`src/rtl/decode_stage_pkg.sv`:
```
// -----------------------------------------------------------------------------
// decode_stage_pkg
// Shared definitions for the CPU32 decode stage: opcode/funct constants,
// ALU control encodings, control-path (cpath) bit positions and the
// instruction field slice positions. Also provides a helper that packs the
// individual control fields into the 10-bit cpath vector.
// -----------------------------------------------------------------------------
package decode_stage_pkg;

    // Control path layout:
    // {reg_wr, reg_dst, alu_src, alu_ctrl[2:0], mem_rd, mem_wr, branch, jump}
    localparam int CPATH_W    = 10;
    localparam int CP_REG_WR  = 9;
    localparam int CP_REG_DST = 8;
    localparam int CP_ALU_SRC = 7;
    localparam int CP_ALU_MSB = 6;
    localparam int CP_ALU_LSB = 4;
    localparam int CP_MEM_RD  = 3;
    localparam int CP_MEM_WR  = 2;
    localparam int CP_BRANCH  = 1;
    localparam int CP_JUMP    = 0;

    // Instruction field slices
    localparam int OP_MSB     = 31;
    localparam int OP_LSB     = 26;
    localparam int RS_MSB     = 25;
    localparam int RS_LSB     = 21;
    localparam int RT_MSB     = 20;
    localparam int RT_LSB     = 16;
    localparam int RD_MSB     = 15;
    localparam int RD_LSB     = 11;
    localparam int FUNCT_MSB  = 5;
    localparam int FUNCT_LSB  = 0;
    localparam int IMM_MSB    = 15;
    localparam int IMM_LSB    = 0;
    localparam int TGT_MSB    = 25;
    localparam int TGT_LSB    = 0;

    // Opcodes
    localparam logic [5:0] OP_RTYPE = 6'h00;
    localparam logic [5:0] OP_J     = 6'h02;
    localparam logic [5:0] OP_BEQ   = 6'h04;
    localparam logic [5:0] OP_ADDI  = 6'h08;
    localparam logic [5:0] OP_ANDI  = 6'h0C;
    localparam logic [5:0] OP_ORI   = 6'h0D;
    localparam logic [5:0] OP_LW    = 6'h23;
    localparam logic [5:0] OP_SW    = 6'h2B;

    // R-type funct codes
    localparam logic [5:0] FN_ADD   = 6'h20;
    localparam logic [5:0] FN_SUB   = 6'h22;
    localparam logic [5:0] FN_AND   = 6'h24;
    localparam logic [5:0] FN_OR    = 6'h25;
    localparam logic [5:0] FN_SLT   = 6'h2A;

    typedef enum logic [2:0] {
        ALU_ADD = 3'd0,
        ALU_SUB = 3'd1,
        ALU_AND = 3'd2,
        ALU_OR  = 3'd3,
        ALU_SLT = 3'd4
    } alu_ctrl_e;

    // How the immediate output is formed from the instruction word
    typedef enum logic [1:0] {
        EXT_NONE   = 2'd0,
        EXT_SIGN   = 2'd1,
        EXT_ZERO   = 2'd2,
        EXT_TARGET = 2'd3
    } imm_ext_e;

    function automatic logic [CPATH_W-1:0] pack_cpath(
        input logic      reg_wr,
        input logic      reg_dst,
        input logic      alu_src,
        input alu_ctrl_e alu,
        input logic      mem_rd,
        input logic      mem_wr,
        input logic      branch,
        input logic      jump
    );
        return {reg_wr, reg_dst, alu_src, alu, mem_rd, mem_wr, branch, jump};
    endfunction

endpackage

```
`src/rtl/decode_stage_inst_decode.sv`:
```
// -----------------------------------------------------------------------------
// inst_decode
// Purely combinational CPU32 instruction decoder.
// Ports:
//   inst     in  32      instruction word
//   cpath    out 10      control path {reg_wr,reg_dst,alu_src,alu_ctrl,mem_rd,
//                        mem_wr,branch,jump}; zero for undefined encodings
//   wreg     out 5       destination register (rd if reg_dst, else rt)
//   imm      out XLEN    extended immediate (or zero-extended jump target)
//   illegal  out 1       undefined opcode, or undefined funct under op 0
//   reads_rt out 1       instruction uses rt as a source (R-type, sw, beq)
// -----------------------------------------------------------------------------
module inst_decode
    import decode_stage_pkg::*;
#(
    parameter int XLEN = 32
) (
    input  logic [31:0]        inst,
    output logic [CPATH_W-1:0] cpath,
    output logic [4:0]         wreg,
    output logic [XLEN-1:0]    imm,
    output logic               illegal,
    output logic               reads_rt
);

    logic [5:0]  op_s;
    logic [5:0]  funct_s;
    logic [4:0]  rt_s;
    logic [4:0]  rd_s;
    logic [15:0] imm16_s;
    logic [25:0] target_s;
    imm_ext_e    ext_s;

    assign op_s     = inst[OP_MSB:OP_LSB];
    assign funct_s  = inst[FUNCT_MSB:FUNCT_LSB];
    assign rt_s     = inst[RT_MSB:RT_LSB];
    assign rd_s     = inst[RD_MSB:RD_LSB];
    assign imm16_s  = inst[IMM_MSB:IMM_LSB];
    assign target_s = inst[TGT_MSB:TGT_LSB];

    // Opcode/funct to control-path, extension mode and legality
    always_comb begin
        cpath    = {CPATH_W{1'b0}};
        ext_s    = EXT_NONE;
        illegal  = 1'b0;
        reads_rt = 1'b0;
        case (op_s)
            OP_RTYPE: begin
                reads_rt = 1'b1;
                case (funct_s)
                    FN_ADD:  cpath = pack_cpath(1'b1, 1'b1, 1'b0, ALU_ADD, 1'b0, 1'b0, 1'b0, 1'b0);
                    FN_SUB:  cpath = pack_cpath(1'b1, 1'b1, 1'b0, ALU_SUB, 1'b0, 1'b0, 1'b0, 1'b0);
                    FN_AND:  cpath = pack_cpath(1'b1, 1'b1, 1'b0, ALU_AND, 1'b0, 1'b0, 1'b0, 1'b0);
                    FN_OR:   cpath = pack_cpath(1'b1, 1'b1, 1'b0, ALU_OR,  1'b0, 1'b0, 1'b0, 1'b0);
                    FN_SLT:  cpath = pack_cpath(1'b1, 1'b1, 1'b0, ALU_SLT, 1'b0, 1'b0, 1'b0, 1'b0);
                    default: illegal = 1'b1;
                endcase
            end
            OP_ADDI: begin
                cpath = pack_cpath(1'b1, 1'b0, 1'b1, ALU_ADD, 1'b0, 1'b0, 1'b0, 1'b0);
                ext_s = EXT_SIGN;
            end
            OP_ANDI: begin
                cpath = pack_cpath(1'b1, 1'b0, 1'b1, ALU_AND, 1'b0, 1'b0, 1'b0, 1'b0);
                ext_s = EXT_ZERO;
            end
            OP_ORI: begin
                cpath = pack_cpath(1'b1, 1'b0, 1'b1, ALU_OR, 1'b0, 1'b0, 1'b0, 1'b0);
                ext_s = EXT_ZERO;
            end
            OP_LW: begin
                cpath = pack_cpath(1'b1, 1'b0, 1'b1, ALU_ADD, 1'b1, 1'b0, 1'b0, 1'b0);
                ext_s = EXT_SIGN;
            end
            OP_SW: begin
                cpath    = pack_cpath(1'b0, 1'b0, 1'b1, ALU_ADD, 1'b0, 1'b1, 1'b0, 1'b0);
                ext_s    = EXT_SIGN;
                reads_rt = 1'b1;
            end
            OP_BEQ: begin
                cpath    = pack_cpath(1'b0, 1'b0, 1'b0, ALU_SUB, 1'b0, 1'b0, 1'b1, 1'b0);
                ext_s    = EXT_SIGN;
                reads_rt = 1'b1;
            end
            OP_J: begin
                cpath = pack_cpath(1'b0, 1'b0, 1'b0, ALU_ADD, 1'b0, 1'b0, 1'b0, 1'b1);
                ext_s = EXT_TARGET;
            end
            default: illegal = 1'b1;
        endcase
    end

    // Destination register select; undefined encodings fall back to rt
    always_comb begin
        if (cpath[CP_REG_DST]) begin
            wreg = rd_s;
        end else begin
            wreg = rt_s;
        end
    end

    // Immediate formation; R-type and undefined encodings carry zero
    always_comb begin
        case (ext_s)
            EXT_SIGN:   imm = {{(XLEN-16){imm16_s[15]}}, imm16_s};
            EXT_ZERO:   imm = {{(XLEN-16){1'b0}}, imm16_s};
            EXT_TARGET: imm = {{(XLEN-26){1'b0}}, target_s};
            default:    imm = {XLEN{1'b0}};
        endcase
    end

endmodule

```
`src/rtl/decode_stage.sv`:
```
// -----------------------------------------------------------------------------
// decode_stage
// Registered CPU32 decode stage between fetch and execute. Wraps inst_decode
// with a one-entry valid/ready output register, synchronous flush, load-use
// hazard stall insertion and a saturating stall-cycle counter.
// Ports:
//   clk, rst_n            clock, asynchronous active-low reset
//   flush                 synchronous kill; empties the stage, accepts nothing
//   in_valid/in_ready     fetch handshake (in_ready is combinational)
//   in_inst, in_pc        instruction word and its PC
//   out_valid/out_ready   execute handshake
//   out_cpath             {reg_wr,reg_dst,alu_src,alu_ctrl[2:0],mem_rd,mem_wr,
//                          branch,jump}
//   out_rs/out_rt/out_wreg register indices of the held bundle
//   out_imm, out_pc       extended immediate and PC of the held bundle
//   out_illegal           undefined opcode/funct
//   stall_cnt             hazard stall cycles, saturating at all-ones
// -----------------------------------------------------------------------------
module decode_stage
    import decode_stage_pkg::*;
#(
    parameter int XLEN        = 32,
    parameter int STALL_CNT_W = 16,
    parameter int HAZARD_EN   = 1
) (
    input  logic                   clk,
    input  logic                   rst_n,
    input  logic                   flush,
    input  logic                   in_valid,
    output logic                   in_ready,
    input  logic [31:0]            in_inst,
    input  logic [XLEN-1:0]        in_pc,
    output logic                   out_valid,
    input  logic                   out_ready,
    output logic [CPATH_W-1:0]     out_cpath,
    output logic [4:0]             out_rs,
    output logic [4:0]             out_rt,
    output logic [4:0]             out_wreg,
    output logic [XLEN-1:0]        out_imm,
    output logic [XLEN-1:0]        out_pc,
    output logic                   out_illegal,
    output logic [STALL_CNT_W-1:0] stall_cnt
);

    localparam logic HAZ_ON = (HAZARD_EN != 0);
    localparam logic [STALL_CNT_W-1:0] CNT_MAX = {STALL_CNT_W{1'b1}};

    logic [CPATH_W-1:0]     dec_cpath_s;
    logic [4:0]             dec_wreg_s;
    logic [XLEN-1:0]        dec_imm_s;
    logic                   dec_illegal_s;
    logic                   dec_reads_rt_s;
    logic [4:0]             in_rs_s;
    logic [4:0]             in_rt_s;
    logic                   hazard_s;
    logic                   accept_s;

    logic                   out_valid_d,   out_valid_q;
    logic [CPATH_W-1:0]     out_cpath_d,   out_cpath_q;
    logic [4:0]             out_rs_d,      out_rs_q;
    logic [4:0]             out_rt_d,      out_rt_q;
    logic [4:0]             out_wreg_d,    out_wreg_q;
    logic [XLEN-1:0]        out_imm_d,     out_imm_q;
    logic [XLEN-1:0]        out_pc_d,      out_pc_q;
    logic                   out_illegal_d, out_illegal_q;
    logic [STALL_CNT_W-1:0] stall_cnt_d,   stall_cnt_q;

    inst_decode #(
        .XLEN (XLEN)
    ) u_inst_decode (
        .inst     (in_inst),
        .cpath    (dec_cpath_s),
        .wreg     (dec_wreg_s),
        .imm      (dec_imm_s),
        .illegal  (dec_illegal_s),
        .reads_rt (dec_reads_rt_s)
    );

    assign in_rs_s = in_inst[RS_MSB:RS_LSB];
    assign in_rt_s = in_inst[RT_MSB:RT_LSB];

    // Load-use detection: a held load whose result the incoming instruction reads
    always_comb begin
        hazard_s = HAZ_ON && out_valid_q && out_cpath_q[CP_MEM_RD] &&
                   (out_wreg_q != 5'd0) && in_valid &&
                   ((in_rs_s == out_wreg_q) ||
                    (dec_reads_rt_s && (in_rt_s == out_wreg_q)));
    end

    // Upstream ready is independent of in_valid except through the hazard term,
    // which only asserts when in_valid is high and thus cannot create a loop
    always_comb begin
        in_ready = !flush && !hazard_s && (!out_valid_q || out_ready);
        accept_s = in_valid && in_ready;
    end

    // Output register next state: flush > accept > drain > hold
    always_comb begin
        out_valid_d   = out_valid_q;
        out_cpath_d   = out_cpath_q;
        out_rs_d      = out_rs_q;
        out_rt_d      = out_rt_q;
        out_wreg_d    = out_wreg_q;
        out_imm_d     = out_imm_q;
        out_pc_d      = out_pc_q;
        out_illegal_d = out_illegal_q;
        if (flush) begin
            out_valid_d = 1'b0;
        end else if (accept_s) begin
            out_valid_d   = 1'b1;
            out_cpath_d   = dec_cpath_s;
            out_rs_d      = in_rs_s;
            out_rt_d      = in_rt_s;
            out_wreg_d    = dec_wreg_s;
            out_imm_d     = dec_imm_s;
            out_pc_d      = in_pc;
            out_illegal_d = dec_illegal_s;
        end else if (out_valid_q && out_ready) begin
            out_valid_d = 1'b0;
        end else begin
            out_valid_d = out_valid_q;
        end
    end

    // Stall counter: one count per hazard cycle, ignored while flushing
    always_comb begin
        if (hazard_s && !flush && (stall_cnt_q != CNT_MAX)) begin
            stall_cnt_d = stall_cnt_q + {{(STALL_CNT_W-1){1'b0}}, 1'b1};
        end else begin
            stall_cnt_d = stall_cnt_q;
        end
    end

    // State registers with asynchronous clear
    always_ff @(posedge clk or negedge rst_n) begin
        if (!rst_n) begin
            out_valid_q   <= 1'b0;
            out_cpath_q   <= {CPATH_W{1'b0}};
            out_rs_q      <= 5'd0;
            out_rt_q      <= 5'd0;
            out_wreg_q    <= 5'd0;
            out_imm_q     <= {XLEN{1'b0}};
            out_pc_q      <= {XLEN{1'b0}};
            out_illegal_q <= 1'b0;
            stall_cnt_q   <= {STALL_CNT_W{1'b0}};
        end else begin
            out_valid_q   <= out_valid_d;
            out_cpath_q   <= out_cpath_d;
            out_rs_q      <= out_rs_d;
            out_rt_q      <= out_rt_d;
            out_wreg_q    <= out_wreg_d;
            out_imm_q     <= out_imm_d;
            out_pc_q      <= out_pc_d;
            out_illegal_q <= out_illegal_d;
            stall_cnt_q   <= stall_cnt_d;
        end
    end

    assign out_valid   = out_valid_q;
    assign out_cpath   = out_cpath_q;
    assign out_rs      = out_rs_q;
    assign out_rt      = out_rt_q;
    assign out_wreg    = out_wreg_q;
    assign out_imm     = out_imm_q;
    assign out_pc      = out_pc_q;
    assign out_illegal = out_illegal_q;
    assign stall_cnt   = stall_cnt_q;

endmodule

```
`config.mk`:
```
export PLATFORM = sky130hd
export DESIGN_NAME = decode_stage
export DESIGN_NICKNAME = d
export VERILOG_FILES = /design/src/rtl/decode_stage_pkg.sv /design/src/rtl/decode_stage_inst_decode.sv /design/src/rtl/decode_stage.sv
export SDC_FILE = /design/constraint.sdc
export NUM_CORES = 1
export LEC_CHECK = 0
export ABC_CLOCK_PERIOD_IN_PS = 2800
export BUFFER_PORTS_ARGS = -buffer_cell sky130_fd_sc_hd__buf_2
export CORE_ASPECT_RATIO = 1.1
export CORE_MARGIN = 1.5
export CORE_UTILIZATION = 50
export DETAILED_ROUTE_END_ITERATION = 6
export GPL_ROUTABILITY_DRIVEN = 0
export PLACE_DENSITY = 0.8
export SLEW_MARGIN = 20
export SYNTH_ARGS = -nofsm -noshare
export SYNTH_HDL_FRONTEND = slang
export SYNTH_HIERARCHICAL = 1
export SYNTH_SLANG_ARGS = --single-unit
```
`constraint.sdc`:
```
create_clock -name clk -period 2.8 [get_ports clk]
set_clock_uncertainty 0.15 [all_clocks]
set_input_delay 0.56 -clock clk [delete_from_list [all_inputs] [get_ports clk]]
set_output_delay 0.56 -clock clk [all_outputs]
set_load 0.02 [all_outputs]
```
==> flow_metrics.env <==
export IMPL_synth_edf_count=0
export IMPL_finalCriticalPeriod_ns=2.69
export IMPL_outcome="finished with violations"
export IMPL_die_area_mm2=0.0107
export IMPL_dpl_hpwl_mm=8.64
export IMPL_nets=638
export IMPL_cts_tree="yes"
export IMPL_maxSlewHeadroom_pct=37.1
export IMPL_drc_errors=9
export IMPL_postCtsSetupRepairBufs=0
export IMPL_wire_per_inst_um=16.8
export IMPL_rows=38
export IMPL_fmaxAchievable_mhz=372
export IMPL_clk_pin_slew_ns=0.11
export IMPL_setup_violations=0
export IMPL_start_util_pct=51.4
export IMPL_p_leak_uw=0.00329
export IMPL_n_antenna_cell=0
export IMPL_required_ns=2.09
export IMPL_synth_avg_cell_area_um2=12.9
export IMPL_portBuffers=176
export IMPL_place_ws_ns=0.0591
export IMPL_layout_cells_most_common="buf_2"
export IMPL_synth_area_mm2=0.00505
export IMPL_cts_buffer_depth=2
export IMPL_avgViaCountPerCell=5.41
export IMPL_period_share_pct=96.1
export IMPL_rsz0062_at_grt="false"
export IMPL_num_vias=3751
export IMPL_synth_seq_area_share_pct=53.0
export IMPL_layout_drive_gt1_share_pct=52.0
export IMPL_grtUsageTotal_pct=21.6
export IMPL_core_region_area_mm2=0.00984
export IMPL_die_w_um=98.9
export IMPL_ys_flop_type="dfrtp_1"
export IMPL_grt_pass1_wl_mm=18.2
export IMPL_yosys_area_top_type="dfrtp_1"
export IMPL_grt_pass1_vias=3710
export IMPL_hold_slack_ns=0.259
export IMPL_peakVddDrop_mv=0.357
export IMPL_grt_antenna_before_repair=0
export IMPL_drt_wl_total_mm=11.6
export IMPL_violations="DRC"
export IMPL_p_per_area_mw_per_mm2=563
export IMPL_cp_max_fo=7
export IMPL_ys_seq_elements=107
export IMPL_synthCells=393
export IMPL_yosysWarnings=6
export IMPL_start_kind="primary input"
export IMPL_hold_path_class="in2reg"
export IMPL_arrival_ns=1.98
export IMPL_hold_viol_final=0
export IMPL_setup_slack_ns=0.110
export IMPL_p_total_uw=3540
export IMPL_cts_root_buf="clkbuf_8"
export IMPL_drv_slew=0
export IMPL_synth_area_leaders="dfrtp_1, mux2_2, xor2_1, buf_6, and2_1"
export IMPL_synth_top_area_share_pct=53.0
export IMPL_nFillCells=809
export IMPL_die_h_um=108
export IMPL_layout_common_cells="buf_2, dfrtp_1, mux2_2"
export IMPL_drt_iter0_drc=174
export IMPL_syn_to_final_growth_pct=24.3
export IMPL_drt_first_pass_iters=6
export IMPL_drv_cap=0
export IMPL_async_flop_share_pct=100
export IMPL_synth_cell_types=44
export IMPL_htree_levels=3
export IMPL_numCtsBuffers=9
export IMPL_grt_max_degree=70
export IMPL_insertion_delay_ns=0.36
export IMPL_crit_path_end_kind="primary output"
export IMPL_pin_count=177
export IMPL_worst_pin_slew_ns=0.943
export IMPL_grt_ovfl_total=0
export IMPL_synth_nets=463
export IMPL_antenna_left=0
export IMPL_post_route_util_pct=63.8
export IMPL_critPathKind="in2out"
export IMPL_setup_tns_ns=0
export IMPL_clkSinkCount=107
## worst max-delay path: stages
cell and delay, ns:
buf_2 0.15, nor3_1 0.34, a21oi_1 0.12, nor2_1 0.10, nand2_1 0.08, o22ai_1 0.30, a21oi_1 0.15, buf_2 0.19
## synthesized netlist by cell type (2+ instances only)
master,count
nand4_1,7
o21bai_1,2
nor4_1,5
xor2_1,14
a21oi_1,4
nand2_1,16
mux2_2,82
buf_2,4
buf_6,10
nor3b_1,4
nor2_1,12
mux2_1,9
mux2_4,5
nor2b_1,8
a21o_1,11
xnor2_1,11
clkbuf_1,4
nand2b_1,5
o21ai_0,5
buf_4,5
inv_1,3
nor3_1,14
nand3b_1,2
nand3_1,9
and2_1,17
dfrtp_1,107
## metrics by stage
stage	std cells	instance area, µm²
floorplan	393	5050
global placement	676	6050
detailed placement	676	6050
CTS	693	6280
global route	693	6280
finish	693	6280
## logic make-up after synthesis
logic type	synth area share [%]
DFF	53.0
and+or+nand+nor	11.9
muxes	21.8
AOI/OAI and AO/OA	4.80
buffers and inverters	4.01
xor gates and xnor gates	4.33
adders and majority gates	0.247
## routing by layer
layer / track usage (%) / vias to the layer above / share of wire (%)
met3: 5.11 / 18 / 6.3
met5: 0 / - / 0
li1: - / 1729 / -
met1: 27.1 / 1876 / 40
met4: 6.33 / 0 / 1.8
met2: 37.2 / 128 / 51
## final cells by class
cell class / count / area, µm² / area share [%]
flip-flops and latches: 107 / 2680 / 42.6
multi-input cells: 259 / 2190 / 34.8
repair buffers: 187 / 1030 / 16.4
well taps: 120 / 150 / 2.39
clock buffers: 10 / 138 / 2.19
clock inverters: 6 / 82.6 / 1.31
inverters: 4 / 17.5 / 0.279
## registers in the layout (all words and copies together) (netlist names)
name and count:
out_valid 1, out_pc 32, out_cpath 10, out_rs 5, stall_cnt 16, out_rt 5
out_wreg 5, out_illegal 1, out_imm 32
## where the power goes
group | leakage [µW] | internal (µW) | total [µW] | switching, µW
combinational | 0.00180 | 322 | 751 | 429
sequential | 0.00138 | 1690 | 1780 | 88.9
clock | 0.000108 | 457 | 1010 | 555
total | 0.00329 | 2470 | 3540 | 1070
## path summary, 6_finish.rpt
path	startpoint	to	slack, ns	depth (start not counted)
worst min register to register	out_rs[4]	out_rs[4]	0.35	1
max in group asynchronous	rst_n	stall_cnt[12]	1.47	3
min in group asynchronous	rst_n	out_pc[3]	0.39	2
worst max-delay path	in_inst[27]	in_ready	0.11	8
worst max register to register	out_wreg[0]	out_pc[27]	0.44	6
worst min-delay path	in_pc[12]	out_pc[12]	0.26	2
## timing repair
| action | in CTS | in global routing |
|---|---|---|
| gates resized for setup | 0 | 0 |
| endpoints found under the hold margin | 1 | 0 |
| hold buffers | 1 | 0 |
Power figures use the tool's default switching activity.
